===== src/rtl/flash_erase_seq_if.sv =====
`default_nettype none
// ============================================================================
// Module   : flash_erase_seq_if
// Brief    : Command-issue bus between the erase sequencer and the x1 SPI engine.
// Revision : 1.0
// ============================================================================
interface flash_erase_seq_if;
    logic        o_start;
    logic [7:0]  o_cmd;
    logic [23:0] o_addr;
    logic [2:0]  o_dum_num;
    logic        o_exi_rdata;
    logic        i_rdy;
    logic [7:0]  i_data;

    modport master (
        output o_start,
        output o_cmd,
        output o_addr,
        output o_dum_num,
        output o_exi_rdata,
        input  i_rdy,
        input  i_data
    );

    modport slave (
        input  o_start,
        input  o_cmd,
        input  o_addr,
        input  o_dum_num,
        input  o_exi_rdata,
        output i_rdy,
        output i_data
    );
endinterface
`default_nettype wire


===== src/rtl/flash_erase_seq.sv =====
`default_nettype none
// ============================================================================
// Module   : flash_erase_seq
// Brief    : Erase sequencer: WREN, erase opcode, then RDSR polls until WIP clears.
// Revision : 1.0
// ============================================================================
module flash_erase_seq #(
    parameter int POLL_GAP      = 16,
    parameter int TIMEOUT_POLLS = 1000
) (
    input  logic              i_clk,
    input  logic              i_rst_n,
    input  logic              i_req,
    input  logic [1:0]        i_op,
    input  logic [23:0]       i_addr,
    output logic              o_busy,
    output logic              o_done,
    output logic              o_err,
    output logic [1:0]        o_err_code,
    flash_erase_seq_if.master eng
);

    localparam logic [7:0]  c_CMD_WREN   = 8'h06;
    localparam logic [7:0]  c_CMD_SECTOR = 8'h20;
    localparam logic [7:0]  c_CMD_BLOCK  = 8'hD8;
    localparam logic [7:0]  c_CMD_CHIP   = 8'hC7;
    localparam logic [7:0]  c_CMD_RDSR   = 8'h05;
    localparam logic [15:0] c_TIMEOUT    = 16'(TIMEOUT_POLLS);
    localparam logic [15:0] c_GAP_LAST   = 16'(POLL_GAP - 1);
    localparam logic        c_GAP_ZERO   = (POLL_GAP == 0);

    typedef enum logic [2:0] {
        S_IDLE, S_WREN, S_ERASE, S_POLL, S_GAP, S_DONE, S_ERR
    } state_t;

    typedef enum logic [1:0] {
        H_ISSUE, H_WAIT_LO, H_WAIT_HI
    } hs_t;

    state_t      r_state, w_state_nxt;
    hs_t         r_hs, w_hs_nxt;
    logic [1:0]  r_op, w_op_nxt;
    logic [23:0] r_addr_lat, w_addr_nxt;
    logic [15:0] r_poll_cnt, w_poll_nxt;
    logic [15:0] r_gap_cnt, w_gap_nxt;
    logic        r_busy, w_busy_nxt;
    logic        r_done, w_done_nxt;
    logic        r_err, w_err_nxt;
    logic [1:0]  r_err_code, w_code_nxt;
    logic        r_start, w_start_nxt;
    logic [7:0]  r_cmd, w_cmd_nxt;
    logic [23:0] r_eaddr, w_eaddr_nxt;
    logic        r_exi, w_exi_nxt;
    logic        w_cmd_cmplt;
    logic [7:0]  w_erase_op;
    logic [15:0] w_poll_inc;
    logic        w_unused_status;

    assign w_poll_inc      = r_poll_cnt + 16'd1;
    assign w_unused_status = &{1'b0, eng.i_data[7:1]};

    always_comb begin
        w_erase_op = c_CMD_SECTOR;
        case (r_op)
            2'd1:    w_erase_op = c_CMD_BLOCK;
            2'd2:    w_erase_op = c_CMD_CHIP;
            default: w_erase_op = c_CMD_SECTOR;
        endcase
    end

    always_ff @(posedge i_clk or negedge i_rst_n) begin
        if (!i_rst_n) begin
            r_state    <= S_IDLE;
            r_hs       <= H_ISSUE;
            r_op       <= 2'd0;
            r_addr_lat <= 24'd0;
            r_poll_cnt <= 16'd0;
            r_gap_cnt  <= 16'd0;
            r_busy     <= 1'b0;
            r_done     <= 1'b0;
            r_err      <= 1'b0;
            r_err_code <= 2'd0;
            r_start    <= 1'b0;
            r_cmd      <= 8'd0;
            r_eaddr    <= 24'd0;
            r_exi      <= 1'b0;
        end else begin
            r_state    <= w_state_nxt;
            r_hs       <= w_hs_nxt;
            r_op       <= w_op_nxt;
            r_addr_lat <= w_addr_nxt;
            r_poll_cnt <= w_poll_nxt;
            r_gap_cnt  <= w_gap_nxt;
            r_busy     <= w_busy_nxt;
            r_done     <= w_done_nxt;
            r_err      <= w_err_nxt;
            r_err_code <= w_code_nxt;
            r_start    <= w_start_nxt;
            r_cmd      <= w_cmd_nxt;
            r_eaddr    <= w_eaddr_nxt;
            r_exi      <= w_exi_nxt;
        end
    end

    always_comb begin
        w_state_nxt = r_state;
        w_hs_nxt    = r_hs;
        w_op_nxt    = r_op;
        w_addr_nxt  = r_addr_lat;
        w_poll_nxt  = r_poll_cnt;
        w_gap_nxt   = r_gap_cnt;
        w_busy_nxt  = r_busy;
        w_done_nxt  = 1'b0;
        w_err_nxt   = 1'b0;
        w_code_nxt  = r_err_code;
        w_start_nxt = 1'b0;
        w_cmd_nxt   = r_cmd;
        w_eaddr_nxt = r_eaddr;
        w_exi_nxt   = r_exi;
        w_cmd_cmplt = 1'b0;

        // Shared engine handshake for every command-issuing state.
        if (r_state == S_WREN || r_state == S_ERASE || r_state == S_POLL) begin
            case (r_hs)
                H_ISSUE: begin
                    if (eng.i_rdy) begin
                        w_start_nxt = 1'b1;
                        w_hs_nxt    = H_WAIT_LO;
                    end
                end
                H_WAIT_LO: begin
                    if (!eng.i_rdy) w_hs_nxt = H_WAIT_HI;
                end
                H_WAIT_HI: begin
                    if (eng.i_rdy) w_cmd_cmplt = 1'b1;
                end
                default: w_hs_nxt = H_ISSUE;
            endcase
        end

        case (r_state)
            S_IDLE: begin
                if (i_req) begin
                    w_op_nxt   = i_op;
                    w_addr_nxt = i_addr;
                    w_code_nxt = 2'd0;
                    w_busy_nxt = 1'b1;
                    if (i_op == 2'd3) begin
                        w_state_nxt = S_ERR;
                        w_code_nxt  = 2'd1;
                    end else if (i_op != 2'd2 && i_addr == 24'd0) begin
                        // Address 0 means "no address phase" to the engine.
                        w_state_nxt = S_ERR;
                        w_code_nxt  = 2'd2;
                    end else begin
                        w_state_nxt = S_WREN;
                        w_hs_nxt    = H_ISSUE;
                        w_cmd_nxt   = c_CMD_WREN;
                        w_eaddr_nxt = 24'd0;
                        w_exi_nxt   = 1'b0;
                    end
                end
            end
            S_WREN: begin
                if (w_cmd_cmplt) begin
                    w_state_nxt = S_ERASE;
                    w_hs_nxt    = H_ISSUE;
                    w_cmd_nxt   = w_erase_op;
                    w_eaddr_nxt = (r_op == 2'd2) ? 24'd0 : r_addr_lat;
                    w_exi_nxt   = 1'b0;
                end
            end
            S_ERASE: begin
                if (w_cmd_cmplt) begin
                    w_state_nxt = S_POLL;
                    w_hs_nxt    = H_ISSUE;
                    w_poll_nxt  = 16'd0;
                    w_cmd_nxt   = c_CMD_RDSR;
                    w_eaddr_nxt = 24'd0;
                    w_exi_nxt   = 1'b1;
                end
            end
            S_POLL: begin
                if (w_cmd_cmplt) begin
                    w_poll_nxt = w_poll_inc;
                    if (!eng.i_data[0]) begin
                        w_state_nxt = S_DONE;
                    end else if (w_poll_inc == c_TIMEOUT) begin
                        w_state_nxt = S_ERR;
                        w_code_nxt  = 2'd3;
                    end else begin
                        w_state_nxt = S_GAP;
                        w_gap_nxt   = 16'd0;
                    end
                end
            end
            S_GAP: begin
                if (c_GAP_ZERO || r_gap_cnt == c_GAP_LAST) begin
                    w_state_nxt = S_POLL;
                    w_hs_nxt    = H_ISSUE;
                    w_cmd_nxt   = c_CMD_RDSR;
                    w_eaddr_nxt = 24'd0;
                    w_exi_nxt   = 1'b1;
                end else begin
                    w_gap_nxt = r_gap_cnt + 16'd1;
                end
            end
            S_DONE: begin
                w_done_nxt  = 1'b1;
                w_busy_nxt  = 1'b0;
                w_state_nxt = S_IDLE;
            end
            S_ERR: begin
                w_err_nxt   = 1'b1;
                w_busy_nxt  = 1'b0;
                w_state_nxt = S_IDLE;
            end
            default: w_state_nxt = S_IDLE;
        endcase
    end

    assign o_busy          = r_busy;
    assign o_done          = r_done;
    assign o_err           = r_err;
    assign o_err_code      = r_err_code;
    assign eng.o_start     = r_start;
    assign eng.o_cmd       = r_cmd;
    assign eng.o_addr      = r_eaddr;
    assign eng.o_dum_num   = 3'd0;
    assign eng.o_exi_rdata = r_exi;

endmodule
`default_nettype wire


===== src/flat_wrapper.sv =====
// flat-port wrapper written by rule: the top's interface ports become plain ports
module flash_erase_seq_flat 
#(
    parameter int POLL_GAP      = 16,
    parameter int TIMEOUT_POLLS = 1000
)
  (i_clk, i_rst_n, i_req, i_op, i_addr, o_busy, o_done, o_err, o_err_code, eng_o_start, eng_o_cmd, eng_o_addr, eng_o_dum_num, eng_o_exi_rdata, eng_i_rdy, eng_i_data);
  flash_erase_seq_if eng_i ();
  input  logic i_clk;
  input  logic i_rst_n;
  input  logic i_req;
  input  logic [1:0] i_op;
  input  logic [23:0] i_addr;
  output logic o_busy;
  output logic o_done;
  output logic o_err;
  output logic [1:0] o_err_code;
  output wire logic [$bits(eng_i.o_start)-1:0] eng_o_start;
  output wire logic [$bits(eng_i.o_cmd)-1:0] eng_o_cmd;
  output wire logic [$bits(eng_i.o_addr)-1:0] eng_o_addr;
  output wire logic [$bits(eng_i.o_dum_num)-1:0] eng_o_dum_num;
  output wire logic [$bits(eng_i.o_exi_rdata)-1:0] eng_o_exi_rdata;
  input wire logic [$bits(eng_i.i_rdy)-1:0] eng_i_rdy;
  input wire logic [$bits(eng_i.i_data)-1:0] eng_i_data;
  assign eng_o_start = eng_i.o_start;
  assign eng_o_cmd = eng_i.o_cmd;
  assign eng_o_addr = eng_i.o_addr;
  assign eng_o_dum_num = eng_i.o_dum_num;
  assign eng_o_exi_rdata = eng_i.o_exi_rdata;
  assign eng_i.i_rdy = eng_i_rdy;
  assign eng_i.i_data = eng_i_data;
  flash_erase_seq #(.POLL_GAP(POLL_GAP), .TIMEOUT_POLLS(TIMEOUT_POLLS)) u_core (.i_clk(i_clk), .i_rst_n(i_rst_n), .i_req(i_req), .i_op(i_op), .i_addr(i_addr), .o_busy(o_busy), .o_done(o_done), .o_err(o_err), .o_err_code(o_err_code), .eng(eng_i));
endmodule

===== config.mk =====
export PLATFORM = sky130hd
export DESIGN_NAME = flash_erase_seq_flat
export DESIGN_NICKNAME = d
export VERILOG_FILES = /design/src/rtl/flash_erase_seq_if.sv /design/src/rtl/flash_erase_seq.sv /design/src/flat_wrapper.sv
export SDC_FILE = /design/constraint.sdc
export NUM_CORES = 1
export LEC_CHECK = 0
export BUFFER_PORTS_ARGS = -buffer_cell sky130_fd_sc_hd__buf_2
export CAP_MARGIN = 0
export CORE_MARGIN = 2
export CORE_UTILIZATION = 56
export DETAILED_ROUTE_END_ITERATION = 8
export PLACE_DENSITY = 0.79
export SLEW_MARGIN = 20
export SYNTH_ARGS = -nofsm -noshare
export SYNTH_HDL_FRONTEND = slang
export SYNTH_SLANG_ARGS = --single-unit
export TNS_END_PERCENT = 5

===== constraint.sdc =====
create_clock -name i_clk -period 5.3 [get_ports i_clk]
set_clock_uncertainty 0.1 [all_clocks]
set_input_delay 0.53 -clock i_clk [delete_from_list [all_inputs] [get_ports i_clk]]
set_output_delay 0.53 -clock i_clk [all_outputs]
set_load 0.01 [all_outputs]

==> results.py <==
metrics = {
    "synthesis": {
        "number_of_flops_mapped_to_enable_cells_by_yosys": 0,
        "synth_area_leaders": "sky130_fd_sc_hd__dfrtp_1, sky130_fd_sc_hd__nand2_1, sky130_fd_sc_hd__o21ai_0",
        "async_flop_share": 1.000,
        "synth-seq-cells": 100,
        "syn-instance-count": 596,
        "syn-cell-area_mm2": 0.005120,
        "synth.yosys.warnings": 0,
        "synth_top_area_share": 0.4888,
        "yosys_top_cell_by_area": "sky130_fd_sc_hd__dfrtp_1",
        "ys.flop_type": "sky130_fd_sc_hd__dfrtp_1",
        "ys_seq_area_frac": 0.4888,
        "synth.lib_cells_used.distinct": 63,
        "post_synth.cell_area_avg_um2": 8.590,
    },
    "floorplan": {
        "die_x_um": 99.62,
        "initial_utilization": 0.5814,
        "core_box_area_mm2": 0.008806,
        "core.rowCount": 34,
        "die_area_mm2": 0.009923,
        "die_h_um": 99.62,
        "ios": 80,
    },
    "run": {
        "cap_viol_max_count": 0,
    },
    "global_routing": {
        "globalRouteTotalUtil": 0.2368,
        "grt_max_degree": 63,
        "overflow": 0,
        "global_route_wire_length_before_repair_mm": 19.13,
        "first_global_vias": 4073,
        "initial_antenna_violation_count": 0,
    },
    "clock_network": {
        "cts.sinks": 100,
        "post_cts.repair.setup_buffers": 0,
        "clk_pin_slew_ns": 0.10,
        "cts_inserted_buffers": 9,
        "clock_insertion_delay_worst_skew_ns": 0.37,
        "ctsLongestPathBuffers": 2,
        "cts_h_tree_depth": 3,
        "post_cts_resized": 0,
        "cts_root_buffer": "sky130_fd_sc_hd__clkbuf_8",
        "tritoncts": "yes",
        "hold_buffers": 0,
    },
    "finish": {
        "drive_gt1_frac": 0.1649,
        "multi_input_comb_area_mm2": 0.002374,
        "final.fill_count": 743,
        "finish.utilization": 0.6368,
        "regArea_mm2": 0.002502,
        "nNetsFinal": 687,
        "synthToLayoutAreaGrowth_pct": 9.531,
        "antenna_cells": 0,
    },
    "pwr": {
        "ir_drop_mv": 0.1590,
        "power.leakage_nw": 2.700,
        "power_frac_seq": 0.602,
        "comb_power_share": 0.028,
        "p_switching_uw": 311.1,
        "powerDensity_mw_per_mm2": 225.6,
        "internal_power_contribution_uw": 954.2,
        "power.share.switching": 0.2459,
        "power.clock.fraction": 0.369,
    },
    "route": {
        "average_detailed_routed_wire_length_per_instance_um": 14.86,
        "wirelength_mm": 11.25,
        "drt-initial-drc-count": 284,
        "drt-pass1-iter-count": 5,
        "remaining_drcs": 0,
        "via_per_inst": 5.841,
        "final_antenna_violating_net_count": 0,
        "num_vias": 4422,
    },
    "sta": {
        "setup_viol": 0,
        "max-slew-margin-rel": 0.3459,
        "fmaxAchievable_mhz": 355.9,
        "fin_crit_sh": 0.5301,
        "max_slew.worst_pin.slew_ns": 0.9787,
        "grt_setup_unrepaired": "no",
        "report.final.hold_viol_count": 0,
        "final.setup.tns_ns": 0,
        "slew_violations": 0,
        "hold-worst-slack_ns": 0.09426,
        "fin_crit_ns": 2.810,
    },
    "status": {
        "status": "finished, final reports clean",
    },
    "setup_path": {
        "required_ns": 5.44,
        "cp-startpoint": "u_core.r_state[1]",
        "crit_fanout": 13,
        "timing.setup.critical_path_class": "flip-flop to flip-flop",
        "critical_path.reg2reg.startpoint": "u_core.r_state[1]",
        "setup.worst_path.end_class": "flip-flop",
        "critPathArrivalTime_ns": 2.95,
        "startpoint_type": "flip-flop",
    },
    "placement": {
        "port_buffers": 69,
        "dpl.hpwl_mm": 7.737,
        "routabilityCongestion": 0.8660,
    },
    "worst_hold_path": {
        "timing.hold.worst.class": "input port to async pin",
    },
}
cells by family after synthesis:
| kind of cell | after synthesis | synth area share |
|---|---|---|
| xor+xnor | 5 | 0.008553 |
| mux | 4 | 0.008065 |
| compound gates | 138 | 0.1615 |
| buf+inv | 49 | 0.04961 |
| other cells | 1 | 0.0007324 |
| simple gates | 294 | 0.2705 |
| flops | 100 | 0.4888 |
| fa+ha+maj | 5 | 0.01222 |
routing by layer:
metal  wire length, µm  share of wire  GRT usage
met4               116          0.010    0.06744
met3               608          0.054    0.05692
met5                 0              0          0
met1              5110           0.45     0.3216
met2              5411           0.48     0.3825
power by group through the flow:
stage | logic, mW | registers [mW] | clock network (mW)
2_1_floorplan | 0.00555 | 0.778 | 0
3_3_place_gp | 0.0360 | 0.777 | 0
3_5_place_dp | 0.0368 | 0.777 | 0
4_1_cts | 0.0371 | 0.762 | 0.481
5_1_grt | 0.0412 | 0.763 | 0.509
6_report | 0.0358 | 0.762 | 0.467
stage by stage:
stage	setup slack [ns]	power, mW	cells	cell area (µm²)
after floorplan	3.134	0.7832	598	5127
after global placement	2.159	0.8134	741	5421
after detailed placement	2.101	0.8142	741	5421
after CTS	2.487	1.280	757	5607
after global routing	2.206	1.313	757	5608
final	2.490	1.265	757	5608
cell usage after synthesis, drive strengths merged, types with 2 or more instances:
master,count
nand4b,4
inv,13
a21o,2
a21oi,26
and2,3
a21boi,3
o2111ai,2
nor3,6
clkbuf,16
and3,8
nand2b,5
a41oi,4
xor2,4
a31oi,9
or3,2
or2,2
nor2,46
nand3b,4
nor4,17
nand3,20
nand4,6
dfrtp,100
buf,20
mux2i,3
nand2,164
ha,5
a22o,3
o31ai,7
o21ai,66
nor2b,2
and4,2
a211oi,8
critical path, stage by stage (launching register included):
cell,delay [ns]
sky130_fd_sc_hd__dfrtp_1,0.63
sky130_fd_sc_hd__nand3b_1,0.33
sky130_fd_sc_hd__nor2_1,0.74
sky130_fd_sc_hd__o22ai_1,0.42
sky130_fd_sc_hd__a21oi_2,0.35
sky130_fd_sc_hd__o21ai_0,0.12
worst paths after layout:
check	endpoint	slack, ns	cells past startpoint
max	u_core.r_gap_cnt[10]	2.49	5
max in group asynchronous	u_core.eng.o_cmd[0]	3.95	2
min in group i_clk	u_core.r_addr_lat[7]	0.27	3
min	u_core.eng.o_addr[9]	0.09	1
max reg2reg	u_core.r_gap_cnt[10]	2.49	5
min reg2reg	u_core.eng.o_addr[6]	0.38	2
layout make-up:
type,count,area share
multi-input cells,449,0.4232
clock buffers,10,0.02276
well taps,108,0.02410
clock inverters,6,0.01026
flip-flops and latches,100,0.4462
inverters,13,0.008701
repair buffers,71,0.06470
sequential cells by signal, indices dropped and copies added (netlist names):
name and flops:
u_core.o_err 1, u_core.r_op 2, u_core.r_hs 2, u_core.r_state 3, u_core.eng.o_exi_rdata 1, u_core.r_gap_cnt 16, u_core.o_busy 1, u_core.eng.o_cmd 6
u_core.o_err_code 2, u_core.o_done 1, u_core.eng.o_addr 24, u_core.r_addr_lat 24, u_core.r_poll_cnt 16, u_core.eng.o_start 1
placed cells by master, fill, tap and decap left out, types with 4 or more instances in the layout:
cell	synthesis	final
sky130_fd_sc_hd__and3_1	7	6
sky130_fd_sc_hd__nor3_1	6	6
sky130_fd_sc_hd__nand4_1	5	5
sky130_fd_sc_hd__xor2_1	4	4
sky130_fd_sc_hd__nor4_1	15	15
sky130_fd_sc_hd__nand4b_1	4	4
sky130_fd_sc_hd__a41oi_1	4	4
sky130_fd_sc_hd__a21oi_1	25	25
sky130_fd_sc_hd__nand2b_1	5	5
sky130_fd_sc_hd__inv_1	13	13
sky130_fd_sc_hd__o31ai_1	7	7
sky130_fd_sc_hd__clkbuf_8	0	9
sky130_fd_sc_hd__ha_1	5	5
sky130_fd_sc_hd__o21ai_0	65	65
sky130_fd_sc_hd__dfrtp_1	100	100
sky130_fd_sc_hd__nand3_1	19	19
sky130_fd_sc_hd__nor2_1	44	44
sky130_fd_sc_hd__buf_2	7	68
sky130_fd_sc_hd__nand2_1	163	163
sky130_fd_sc_hd__a31oi_1	9	9
sky130_fd_sc_hd__a211oi_1	6	6
Note: power is estimated with default switching activity, not from simulation.
